$ cat config.mk
export PLATFORM = sky130hd
export DESIGN_NAME = seq_divider
export DESIGN_NICKNAME = d
export VERILOG_FILES = /design/src/rtl/seq_divider.sv
export SDC_FILE = /design/constraint.sdc
export NUM_CORES = 1
export LEC_CHECK = 0
export ABC_AREA = 1
export CORE_AREA = 2 2 73 75
export DETAILED_ROUTE_END_ITERATION = 7
export DIE_AREA = 0 0 75 77
export PLACE_DENSITY = 0.82
export SYNTH_ARGS = -nofsm -noshare
export SYNTH_HDL_FRONTEND = slang
export SYNTH_SLANG_ARGS = --single-unit
$ cat constraint.sdc
create_clock -name clk -period 4.9 [get_ports clk]
set_input_delay 0.49 -clock clk [delete_from_list [all_inputs] [get_ports clk]]
set_output_delay 0.49 -clock clk [all_outputs]
set_load 0.005 [all_outputs]
$ cat src/rtl/seq_divider.sv
// Restoring shift-subtract divider, one quotient bit per clock.
// MSB first; divide-by-zero short-circuits straight to DONE.
module seq_divider #(
  parameter int WIDTH = 8
) (
  input  logic             clk,
  input  logic             rst_n,
  input  logic             start,
  input  logic [WIDTH-1:0] dividend,
  input  logic [WIDTH-1:0] divisor,
  output logic             busy,
  output logic             done,
  output logic [WIDTH-1:0] quotient,
  output logic [WIDTH-1:0] remainder,
  output logic             div_zero
);

  localparam int CW = (WIDTH > 2) ? $clog2(WIDTH) : 1;
  localparam logic [CW-1:0] LAST = CW'(WIDTH - 1);

  typedef enum logic [1:0] {
    IDLE,
    CALC,
    DONE
  } state_t;

  state_t state, state_nx;

  logic [WIDTH-1:0] dvd;
  logic [WIDTH-1:0] dvs;
  logic [WIDTH-1:0] rem_q;
  logic [WIDTH-1:0] quo_q;
  logic [CW-1:0]    cnt;

  logic [WIDTH:0]   trial;
  logic [WIDTH:0]   diff;
  logic             ge;
  logic [WIDTH-1:0] rem_nx;
  logic [WIDTH-1:0] quo_nx;
  logic             last;

  // one trial subtraction; a clear borrow bit means R >= divisor
  always_comb begin
    trial  = {rem_q, dvd[WIDTH-1]};
    diff   = trial - {1'b0, dvs};
    ge     = ~diff[WIDTH];
    rem_nx = ge ? diff[WIDTH-1:0] : trial[WIDTH-1:0];
    quo_nx = {quo_q[WIDTH-2:0], ge};
    last   = (cnt == LAST);
  end

  // state register
  always_ff @(posedge clk or negedge rst_n) begin
    if (!rst_n) state <= IDLE;
    else        state <= state_nx;
  end

  // next-state logic; requests are only taken in IDLE
  always_comb begin
    state_nx = state;
    case (state)
      IDLE: begin
        if (start) state_nx = (divisor == '0) ? DONE : CALC;
      end
      CALC: begin
        if (last) state_nx = DONE;
      end
      DONE:    state_nx = IDLE;
      default: state_nx = IDLE;
    endcase
  end

  // operand capture, iteration and result registers
  always_ff @(posedge clk or negedge rst_n) begin
    if (!rst_n) begin
      dvd       <= '0;
      dvs       <= '0;
      rem_q     <= '0;
      quo_q     <= '0;
      cnt       <= '0;
      quotient  <= '0;
      remainder <= '0;
      div_zero  <= 1'b0;
    end else begin
      case (state)
        IDLE: begin
          if (start) begin
            dvd   <= dividend;
            dvs   <= divisor;
            rem_q <= '0;
            quo_q <= '0;
            cnt   <= '0;
            if (divisor == '0) begin
              quotient  <= '1;
              remainder <= dividend;
              div_zero  <= 1'b1;
            end
          end
        end
        CALC: begin
          dvd   <= {dvd[WIDTH-2:0], 1'b0};
          rem_q <= rem_nx;
          quo_q <= quo_nx;
          cnt   <= cnt + 1'b1;
          if (last) begin
            quotient  <= quo_nx;
            remainder <= rem_nx;
            div_zero  <= 1'b0;
          end
        end
        default: ;
      endcase
    end
  end

  assign busy = (state != IDLE);
  assign done = (state == DONE);

endmodule

==> insert_results.sql, run 1 <==
INSERT INTO impl_metrics (metric_group, metric, value, unit) VALUES
('status', 'outcome', 'complete, no violations', ''),
('grt', 'groute.layer.met2.usage', '36.67', '%'),
('setup_path', 'worst-endpoint-arrival', '2530', 'ps'),
('finish', 'layout_commonest_cell', 'nand2_1', ''),
('yosys', 'net_count_after_synthesis', '374', ''),
('sta', 'final_min_period_over_clock_period', '46.09', '%'),
('sta', 'unrepaired_setup_endpoints_after_global_routing', 'false', ''),
('sta', 'period_needed', '2259', 'ps'),
('floorplanning', 'design.portCount', '38', ''),
('setup_path', 'crit_path_max_fanout', '40', ''),
('floorplanning', 'die_h', '77', 'um'),
('setup_path', 'worst_path_max_delay_cell', 'inv_1', ''),
('power', 'cell_internal_pwr', '1.290', 'mW'),
('power', 'clkPwrFrac', '10.6', '%'),
('grt', 'global_route_wire_length_before_repair', '10540', 'um'),
('sta', 'drv_slew', '0', ''),
('sta', 'final.setup.worst_slack', '2642', 'ps'),
('power', 'static-leakage-power', '1.660', 'nW'),
('placement', 'pre_cts_setup_slack', '2631', 'ps'),
('yosys', 'synth.top_cell.area_share', '47.20', '%'),
('drt', 'detail_route.first_pass.iterations', '5', ''),
('sta', 'timing_hold_violations_final', '0', ''),
('floorplanning', 'effective_utilization_at_floorplan', '56.46', '%'),
('placement', 'place_congestion', '0.8521', ''),
('sta', 'max_freq', '442.8', 'MHz'),
('yosys', 'yosys.cell_types.count', '33', ''),
('setup_path', 'timing.rr.start', 'state[1]$_DFFE_PN0P_', ''),
('setup_path', 'crit_start', 'state[1]$_DFFE_PN0P_', ''),
('clock_tree', 'max-clock-path-buffers', '2', ''),
('floorplanning', 'floorplan.core_area', '4977', 'um2'),
('yosys', 'number_of_warnings_issued_by_yosys', '0', ''),
('setup_path', 'start_kind', 'register', ''),
('clock_tree', 'cts_hold_repair.buffers', '0', ''),
('clock_tree', 'cts-buffers-inserted', '5', ''),
('setup_path', 'max_stage_delay', '930', 'ps'),
('sta', 'timing_worst_slew_pin_value', '1135', 'ps'),
('sta', 'setup_viol', '0', ''),
('clock_tree', 'tritoncts_num_sinks', '53', ''),
('yosys', 'synth_sequential_area_ratio', '47.20', '%'),
('placement', 'dp_hpwl', '4417', 'um'),
('floorplanning', 'fp-row-count', '26', ''),
('finish', 'layout_common_cells', '67 x nand2_1, 65 x inv_1, 53 x dfrtp_1, 38 x nand3_1, 36 x clkdlybuf4s50_1', ''),
('setup_path', 'cp-end-kind', 'register', ''),
('sta', 'max-slew-margin-rel', '24.23', '%'),
('sta', 'fin_tns_setup', '0', 'ps'),
('power', 'combinationalPowerShare', '57.3', '%'),
('power', 'switching_share', '45.47', '%'),
('hold_path', 'min_path_type', 'input port to async pin', ''),
('power', 'p_sw', '1.076', 'mW'),
('power', 'max-vdd-ir-drop', '0.3885', 'mV'),
('clock_tree', 'htreeDepth', '2', ''),
('grt', 'gr-total-overflow', '0', ''),
('drt', 'via_per_inst', '5.087', ''),
('yosys', 'synth_ff_type', 'dfrtp_1', ''),
('clock_tree', 'insertion_delay', '320', 'ps'),
('yosys', 'netlist_top_cells_area', 'dfrtp_1 47%, nand2_1 8.9%, inv_1 8.7%', ''),
('sta', 'clock_skew', '11.62', 'ps'),
('clock_tree', 'clk_root_buffer_cell', 'clkbuf_8', ''),
('grt', 'met1_track_utilization_from_global_routing', '31.06', '%'),
('setup_path', 'path_cells', 'inv_1, nand2_1, inv_1, nand3_1, nand3_1, nand2_1, inv_1', ''),
('setup_path', 'worst-setup-path-type', 'register to register', ''),
('clock_tree', 'cts.reportedPaths.clkPinSlew', '100', 'ps'),
('yosys', 'ys_seq_elements', '53', ''),
('clock_tree', 'post_cts_resized', '0', ''),
('setup_path', 'critPathBufInv', '3', ''),
('yosys', 'synth-edff-count', '0', ''),
('power', 'power_per_cell_area', '718.5', 'nW/um2'),
('drt', 'wire_per_inst', '13.41', 'um'),
('grt', 'first_global_vias', '2308', ''),
('finish', 'drive_above_1_share', '7.916', '%'),
('yosys', 'syn_area_per_cell', '8.169', 'um2');
==> area by class of cell <==
class	count	area [um2]	share of cell area [%]
well taps	70	87.58	2.660
clock buffers	5	68.82	2.090
clock inverters	3	22.52	0.6839
multi-input cells	214	1165	35.37
repair buffers	38	372.9	11.32
inverters	66	250.2	7.599
flip-flops and latches	53	1326	40.27
==> layer usage <==
metal	vias up	wire, um
li1	1156	-
met1	1050	2562
met2	62	2985
met3	16	292
met4	0	180
met5	-	0
==> sequential cells by signal (all words and copies together), names as in the netlist <==
name       cells
dvd            8
div_zero       1
dvs            8
rem_q          8
remainder      8
state          2
cnt            3
quo_q          7
quotient       8
==> through the flow <==
stage | instances | utilization [%] | power, mW | instance area (um2) | hold slack [ps]
detailed placement | 441 | 64.33 | 2.113 | 3202 | 476.9
finish | 449 | 66.16 | 2.366 | 3293 | 273.1
global placement | 441 | 64.33 | 2.066 | 3202 | 470.4
floorplan | 344 | - | 1.733 | 2810 | 194.4
global route | 449 | 66.16 | 2.600 | 3293 | 339.7
CTS | 449 | 66.16 | 2.373 | 3293 | 303.7
==> cells by family (layout without fill, tap and decap cells) <==
kind of cell	count (synthesis)	after routing	synth area share, %
xor+xnor	3	3	0.9352
simple gates	159	159	25.73
fa+ha+maj	11	11	5.165
buf+inv	77	112	11.35
flops	53	53	47.19
compound gates	41	41	9.617
==> power by group through the flow <==
stage	Clock (mW)	Combinational, mW	Sequential [mW]
2_1_floorplan	0	0.991	0.742
3_3_place_gp	0	1.31	0.760
3_5_place_dp	0	1.35	0.765
4_1_cts	0.253	1.36	0.759
5_1_grt	0.277	1.54	0.781
6_report	0.251	1.36	0.759
==> Yosys cell counts (5+ instances only) <==
library cell,n
dfrtp_1,53
nor2_1,32
a31oi_1,7
nand2_1,67
or2_2,5
ha_1,10
inv_1,65
nand3_1,38
o21ai_0,9
o22ai_1,8
o211ai_1,6
==> final timing paths <==
path	to	slack [ps]	cells after the start
setup / recovery	remainder[4]$_DFFE_PN0P_	2640	7
hold / removal	quo_q[6]$_DFFE_PN0P_	270	2
setup reg to reg	remainder[4]$_DFFE_PN0P_	2640	7
hold reg to reg	dvs[3]$_DFFE_PN0P_	500	2
max in group asynchronous	rem_q[0]$_DFFE_PN0P_	4200	2
min in group clk	dvs[3]$_DFFE_PN0P_	500	2
==> worst register-to-register path: stages (launching register included) <==
cell	delay (ps)
dfrtp_1	400
inv_1	80
nand2_1	250
inv_1	930
nand3_1	300
nand3_1	170
nand2_1	60
inv_1	40
(Power assumes the default switching activity.)
==> run 2, diff against run 1 <==
--- a/config.mk
+++ b/config.mk
@@ -6,10 +6,10 @@
 export NUM_CORES = 1
 export LEC_CHECK = 0
 export ABC_AREA = 1
-export CORE_AREA = 2 2 73 75
+export CORE_AREA = 2 2 75 77
 export DETAILED_ROUTE_END_ITERATION = 7
-export DIE_AREA = 0 0 75 77
-export PLACE_DENSITY = 0.82
+export DIE_AREA = 0 0 77 79
+export PLACE_DENSITY = 0.78
 export SYNTH_ARGS = -nofsm -noshare
 export SYNTH_HDL_FRONTEND = slang
 export SYNTH_SLANG_ARGS = --single-unit
==> constraint.sdc (replaced) <==
create_clock -name clk -period 2.2 [get_ports clk]
set_input_delay 0.22 -clock clk [delete_from_list [all_inputs] [get_ports clk]]
set_output_delay 0.22 -clock clk [all_outputs]
set_load 0.005 [all_outputs]
==> run 2 against run 1 <==
Non-clock buffer count is 6 higher; global-route usage is 2.6 points lower; clock skew is 2.0 ps lower; design area is 1.9% higher; fmax is 13% higher; hold slack better by 170 ps; clock-buffer cell count stayed put; combinational power is 130% higher; register-to-register slack worse by 2400 ps; sequential share of layout area is 0.74 points lower; clock power is 120% higher; die area is 5.3% higher.
==> insert_results.sql, run 2 (synthesis gave the netlist of run 1 again) <==
INSERT INTO impl_metrics (metric_group, metric, value, unit) VALUES
('setup_path', 'worst-path-stages', '14', ''),
('finish', 'layout_common_cells', '67 x nand2_1, 65 x inv_1, 53 x dfrtp_1, 38 x nand3_1, 36 x clkdlybuf4s50_1', ''),
('power', 'power.share.sequential', '31.6', '%'),
('power', 'static-leakage-power', '1.700', 'nW'),
('grt', 'global_route_wire_length_before_repair', '10310', 'um'),
('setup_path', 'rr_endpoint', 'remainder[2]$_DFFE_PN0P_', ''),
('finish', 'drive_above_1_share', '9.091', '%'),
('finish', 'insertedDiodeCount', '0', ''),
('finish', 'area_growth', '19.37', '%'),
('sta', 'timing_worst_slew_pin_value', '694.5', 'ps'),
('drt', 'ant_nets', '0', ''),
('power', 'p_sw', '2.385', 'mW'),
('power', 'combinationalPowerShare', '57.8', '%'),
('clock_tree', 'tritoncts_num_sinks', '53', ''),
('clock_tree', 'clk_root_buffer_cell', 'clkbuf_8', ''),
('setup_path', 'cp-end-kind', 'register', ''),
('setup_path', 'reg2regPathDepth', '14', ''),
('floorplanning', 'die_h', '79', 'um'),
('hold_path', 'min_path_type', 'input port to async pin', ''),
('setup_path', 'max_stage_delay', '400', 'ps'),
('grt', 'antenna_found_initial', '0', ''),
('setup_path', 'regToRegSetupSlack', '200', 'ps'),
('drt', 'met3WireLength', '235', 'um'),
('drt', 'num_vias', '2321', ''),
('drt', 'detailed_router_s_first_iteration_violation_count', '185', ''),
('placement', 'dp_hpwl', '4337', 'um'),
('grt', 'first_global_vias', '2256', ''),
('sta', 'final_min_period_over_clock_period', '90.88', '%'),
('clock_tree', 'cts-buffers-inserted', '5', ''),
('flow_run', 'timing.max_cap.violations', '0', ''),
('setup_path', 'crit_path_max_fanout', '8', ''),
('drt', 'via_per_inst', '5.079', ''),
('setup_path', 'critPathBufInv', '3', ''),
('finish', 'layout_nets', '414', ''),
('floorplanning', 'fp-row-count', '27', ''),
('drt', 'top_layer', 'met4', ''),
('power', 'max-vdd-ir-drop', '0.8451', 'mV'),
('clock_tree', 'post_cts_resized', '0', ''),
('clock_tree', 'cts.reportedPaths.clkPinSlew', '100', 'ps'),
('grt', 'gr-total-overflow', '0', ''),
('clock_tree', 'max-clock-path-buffers', '2', ''),
('placement', 'portBuffers', '37', ''),
('drt', 'met2WireLength', '2996', 'um'),
('drt', 'drt-total-wl', '5852', 'um'),
('sta', 'hold_slack', '442.0', 'ps'),
('setup_path', 'worst-endpoint-arrival', '2220', 'ps'),
('sta', 'max_freq', '500.2', 'MHz'),
('floorplanning', 'floorplan.core_area', '5338', 'um2'),
('clock_tree', 'tritoncts_clock_tree', 'built', ''),
('status', 'outcome', 'complete, no violations', ''),
('finish', 'finalCoreUtilization', '62.85', '%'),
('setup_path', 'crit_family', 'simple AND/OR/NAND/NOR gates', ''),
('finish', 'layout_commonest_cell', 'nand2_1', ''),
('finish', 'layout.area.seq', '1326', 'um2'),
('clock_tree', 'htreeDepth', '2', ''),
('sta', 'unrepaired_setup_endpoints_after_global_routing', 'false', ''),
('setup_path', 'worst_path_max_delay_cell', 'fa_1', ''),
('floorplanning', 'design.portCount', '38', ''),
('power', 'switching_share', '44.71', '%'),
('sta', 'drv_slew', '0', ''),
('power', 'cell_internal_pwr', '2.948', 'mW'),
('sta', 'fin_tns_setup', '0', 'ps'),
('setup_path', 'timing.rr.start', 'dvd[7]$_DFFE_PN0P_', ''),
('placement', 'place_congestion', '0.8062', ''),
('floorplanning', 'effective_utilization_at_floorplan', '52.65', '%'),
('setup_path', 'worst-setup-path-type', 'register to register', ''),
('finish', 'multi_input_comb_area', '1165', 'um2'),
('sta', 'timing_hold_violations_final', '0', ''),
('clock_tree', 'insertion_delay', '310', 'ps'),
('setup_path', 'start_kind', 'register', ''),
('setup_path', 'worst-endpoint-required', '2420', 'ps'),
('drt', 'wire_per_inst', '12.81', 'um'),
('floorplanning', 'floorplan.die.width', '77', 'um'),
('sta', 'period_needed', '1999', 'ps'),
('finish', 'num-fill-cells', '497', ''),
('power', 'power_per_cell_area', '1590', 'nW/um2'),
('floorplanning', 'design.die.area', '6083', 'um2'),
('drt', 'drcViolationCount', '0', ''),
('power', 'clkPwrFrac', '10.5', '%'),
('setup_path', 'path_cells', 'inv_1, ha_1, inv_1, fa_1, nand2_1, nand2_2, nand3_2, nand2_2, nand2_1, nand2_4, nand3_1, nand3_1, nand2_1, inv_1', ''),
('drt', 'detail_route.first_pass.iterations', '4', ''),
('drt', 'drt-met1-wl', '2555', 'um'),
('sta', 'max-slew-margin-rel', '53.65', '%'),
('grt', 'grt_max_degree', '29', ''),
('sta', 'clock_skew', '9.662', 'ps'),
('grt', 'grt.total_usage', '21.27', '%'),
('sta', 'setup_viol', '0', '');
## run 2: cell types whose count changed in the layout (fill, tap and decap cells not counted), sizes merged
cell / delta
buf: +5
clkinv: +1
clkinvlp: -2
dlygate4sd3: +1
inv: +1
## run 2: power by group through the flow
stage	clock network [mW]	logic (mW)	registers, mW
finish	0.561	3.08	1.69
CTS	0.575	3.09	1.69
global placement	0	3.00	1.70
detailed placement	0	3.07	1.71
floorplan	0	2.21	1.65
global route	0.601	3.52	1.74
## run 2: layer usage
metal  vias to the layer above  GRT usage, %
met1                      1107         27.69
met3                         5         3.636
li1                       1165             -
met2                        44         37.11
met5                         -             0
met4                         0         5.714
## run 2: repair_timing
item | in CTS | in global routing
endpoints found under the hold margin | 25 | 0
hold buffers | 1 | 0
setup buffers | 0 | 0
## run 2: worst max-delay path by stage
stage                       start                       end  slack [ps]
6_report       dvd[7]$_DFFE_PN0P_  remainder[2]$_DFFE_PN0P_         200
5_1_grt        dvd[7]$_DFFE_PN0P_  remainder[5]$_DFFE_PN0P_          20
4_1_cts        dvd[7]$_DFFE_PN0P_  remainder[2]$_DFFE_PN0P_         200
3_5_place_dp   dvd[7]$_DFFE_PN0P_  remainder[2]$_DFFE_PN0P_         220
3_3_place_gp   dvd[7]$_DFFE_PN0P_  remainder[2]$_DFFE_PN0P_         290
2_1_floorplan  dvd[7]$_DFFE_PN0P_  remainder[7]$_DFFE_PN0P_         380
## run 2: cell type report
type	instances	area share [%]
Clock buffer	5	2.051
Sequential cell	53	39.54
Timing Repair Buffer	44	12.91
Tap cell	72	2.686
Inverter	66	7.460
Multi-Input combinational cell	214	34.73
Clock inverter	3	0.6341
## run 2: metrics by stage
stage	cells	total power, mW	area [um2]	setup slack (ps)
CTS	457	5.358	3354	203.9
global route	457	5.859	3354	18.17
floorplan	344	3.860	2810	384.7
global placement	448	4.702	3254	288.4
detailed placement	448	4.783	3254	216.7
finish	457	5.333	3354	200.6
==> run 3, diff against run 2 <==
--- a/config.mk
+++ b/config.mk
@@ -6,10 +6,11 @@
 export NUM_CORES = 1
 export LEC_CHECK = 0
 export ABC_AREA = 1
-export CORE_AREA = 2 2 75 77
+export CORE_AREA = 2 2 79 81
 export DETAILED_ROUTE_END_ITERATION = 7
-export DIE_AREA = 0 0 77 79
-export PLACE_DENSITY = 0.78
+export DIE_AREA = 0 0 81 83
+export PLACE_DENSITY = 0.74
+export SKIP_LAST_GASP = 1
 export SYNTH_ARGS = -nofsm -noshare
 export SYNTH_HDL_FRONTEND = slang
 export SYNTH_SLANG_ARGS = --single-unit
==> constraint.sdc (replaced) <==
create_clock -name clk -period 1.79 [get_ports clk]
set_input_delay 0.179 -clock clk [delete_from_list [all_inputs] [get_ports clk]]
set_output_delay 0.179 -clock clk [all_outputs]
set_load 0.005 [all_outputs]
==> run 3 against run 2 <==
The run now ends with setup timing left; clock skew grew 6.6 ps; first-iteration DRC count shrank 8.1%; combinational power grew 61%; largest cell class is now multi-input combinational cells.
==> insert_results.sql, run 3 (synthesis gave the netlist of run 1 again) <==
INSERT INTO impl_metrics (metric_group, metric, value, unit) VALUES
('status', 'outcome', 'finished with violations', ''),
('status', 'violations_in_the_final_reports', 'setup timing', ''),
('clock_tree', 'insertion_delay', '310', 'ps'),
('grt', 'met1_track_utilization_from_global_routing', '29.50', '%'),
('finish', 'layout_nets', '426', ''),
('grt', 'grt_max_degree', '38', ''),
('floorplanning', 'fp-row-count', '28', ''),
('hold_path', 'min_path_type', 'input port to async pin', ''),
('grt', 'gr-total-overflow', '0', ''),
('power', 'max-vdd-ir-drop', '0.9238', 'mV'),
('finish', 'drive_above_1_share', '19.40', '%'),
('sta', 'hold_slack', '388.6', 'ps'),
('sta', 'final.setup.worst_slack', '-144.7', 'ps'),
('finish', 'area_growth', '32.06', '%'),
('drt', 'detail_route.first_pass.iterations', '4', ''),
('placement', 'portBuffers', '37', ''),
('grt', 'met3_usage', '3.152', '%'),
('placement', 'dp_hpwl', '4505', 'um'),
('floorplanning', 'floorplan.core_area', '5816', 'um2'),
('setup_path', 'worst-endpoint-arrival', '2140', 'ps'),
('sta', 'unrepaired_setup_endpoints_after_global_routing', 'true', ''),
('placement', 'numPlacedInstances', '456', ''),
('setup_path', 'start_kind', 'register', ''),
('placement', 'pre_cts_setup_slack', '-102.0', 'ps'),
('floorplanning', 'die_h', '83', 'um'),
('placement', 'place_congestion', '0.8652', ''),
('sta', 'drv_slew', '0', ''),
('clock_tree', 'cts-buffers-inserted', '5', ''),
('drt', 'via_per_inst', '5.180', ''),
('clock_tree', 'tritoncts_num_sinks', '53', ''),
('drt', 'detailed_router_s_first_iteration_violation_count', '170', ''),
('floorplanning', 'design.portCount', '38', ''),
('finish', 'num-fill-cells', '495', ''),
('sta', 'final_min_period_over_clock_period', '108.1', '%'),
('power', 'static-leakage-power', '1.816', 'nW'),
('sta', 'fin_tns_setup', '-1621', 'ps'),
('clock_tree', 'tritoncts_clock_tree', 'built', ''),
('setup_path', 'worst-setup-path-type', 'register to register', ''),
('power', 'power.total', '7.907', 'mW'),
('finish', 'layout_common_cells', '64 x nand2_1, 63 x inv_1, 53 x dfrtp_1, 36 x clkdlybuf4s50_1, 32 x nor2_1', ''),
('sta', 'max-slew-margin-rel', '61.02', '%'),
('setup_path', 'cp-end-kind', 'register', ''),
('finish', 'insertedDiodeCount', '0', ''),
('clock_tree', 'cts.reportedPaths.clkPinSlew', '110', 'ps'),
('sta', 'max_freq', '516.9', 'MHz'),
('grt', 'grt.total_usage', '21.43', '%'),
('grt', 'groute.layer.met2.usage', '33.81', '%'),
('sta', 'setup_viol', '18', ''),
('finish', 'final_cell_area', '3711', 'um2'),
('grt', 'first_global_vias', '2459', ''),
('floorplanning', 'design.die.area', '6723', 'um2'),
('finish', 'layout.area.seq', '1326', 'um2'),
('grt', 'antenna_found_initial', '0', ''),
('floorplanning', 'effective_utilization_at_floorplan', '48.32', '%'),
('drt', 'wire_per_inst', '14.85', 'um'),
('sta', 'timing_worst_slew_pin_value', '584.7', 'ps'),
('sta', 'timing_hold_violations_final', '0', ''),
('finish', 'final_std_cells_w_o_fill', '472', ''),
('placement', 'placedInstanceArea', '3298', 'um2'),
('sta', 'clock_skew', '16.30', 'ps'),
('drt', 'ant_nets', '0', ''),
('finish', 'multi_input_comb_area', '1404', 'um2'),
('drt', 'num_vias', '2445', ''),
('drt', 'drt-total-wl', '7007', 'um'),
('setup_path', 'crit_path_max_fanout', '8', ''),
('setup_path', 'regToRegSetupSlack', '-140', 'ps'),
('finish', 'finalCoreUtilization', '63.81', '%'),
('floorplanning', 'floorplan.die.width', '81', 'um'),
('sta', 'period_needed', '1935', 'ps'),
('finish', 'layout_commonest_cell', 'nand2_1', ''),
('grt', 'global_route_wire_length_before_repair', '11320', 'um'),
('clock_tree', 'clk_root_buffer_cell', 'clkbuf_8', ''),
('flow_run', 'timing.max_cap.violations', '0', ''),
('setup_path', 'worst-endpoint-required', '1990', 'ps'),
('clock_tree', 'max-clock-path-buffers', '2', ''),
('clock_tree', 'htreeDepth', '2', ''),
('power', 'power_per_cell_area', '2131', 'nW/um2'),
('grt', 'top_usage_layer', 'met2', ''),
('drt', 'drcViolationCount', '0', '');
[run 3: per-layer routing]
| layer | share of wire (%) | vias up |
|---|---|---|
| met5 | 0 | - |
| met4 | 2.5 | 0 |
| met3 | 4.0 | 13 |
| met2 | 51 | 62 |
| met1 | 42 | 1175 |
| li1 | - | 1195 |
[run 3: repair_timing]
| item | 4_1_cts | 5_1_grt |
|---|---|---|
| gates cloned | 1 | 0 |
| hold buffers | 1 | 0 |
| gates resized for setup | 17 | 28 |
| endpoints found under the hold margin | 21 | 0 |
| pin swaps | 7 | 9 |
| endpoints found under the setup margin | 18 | 18 |
| setup buffers | 3 | 3 |
[run 3: worst max-delay path, stage by stage, from the launching register on]
cell and delay, ps:
dfrtp_1 410, inv_2 90, ha_4 140, inv_4 30, fa_2 340, nand2_2 80, nand2_4 60, nand3_4 110
nand2_4 80, nand2_4 110, nand2_8 90, nand3_2 90, nand3_1 80, nand2_1 70, inv_1 40
[run 3: final cells by class]
class	count	area share, %
flip-flops and latches	53	35.74
clock inverters	2	1.045
repair buffers	55	14.09
multi-input cells	215	37.83
clock buffers	6	1.955
inverters	66	6.811
well taps	75	2.529
[run 3: report_power, final]
group          switching [mW]  internal, mW
Sequential              0.354          1.76
Combinational            2.86          2.11
Clock                   0.408         0.421
[run 3: path summary, 6_finish.rpt]
| check | from | to | depth (start not counted) |
|---|---|---|---|
| worst max register to register | dvd[7]$_DFFE_PN0P_ | remainder[0]$_DFFE_PN0P_ | 14 |
| worst min-delay path | rst_n | remainder[6]$_DFFE_PN0P_ | 2 |
| worst min register to register | dvs[7]$_DFFE_PN0P_ | dvs[7]$_DFFE_PN0P_ | 2 |
| min in group clk | divisor[7] | dvs[7]$_DFFE_PN0P_ | 3 |
| worst max-delay path | dvd[7]$_DFFE_PN0P_ | remainder[0]$_DFFE_PN0P_ | 14 |
| max in group asynchronous | rst_n | quotient[5]$_DFFE_PN0P_ | 3 |
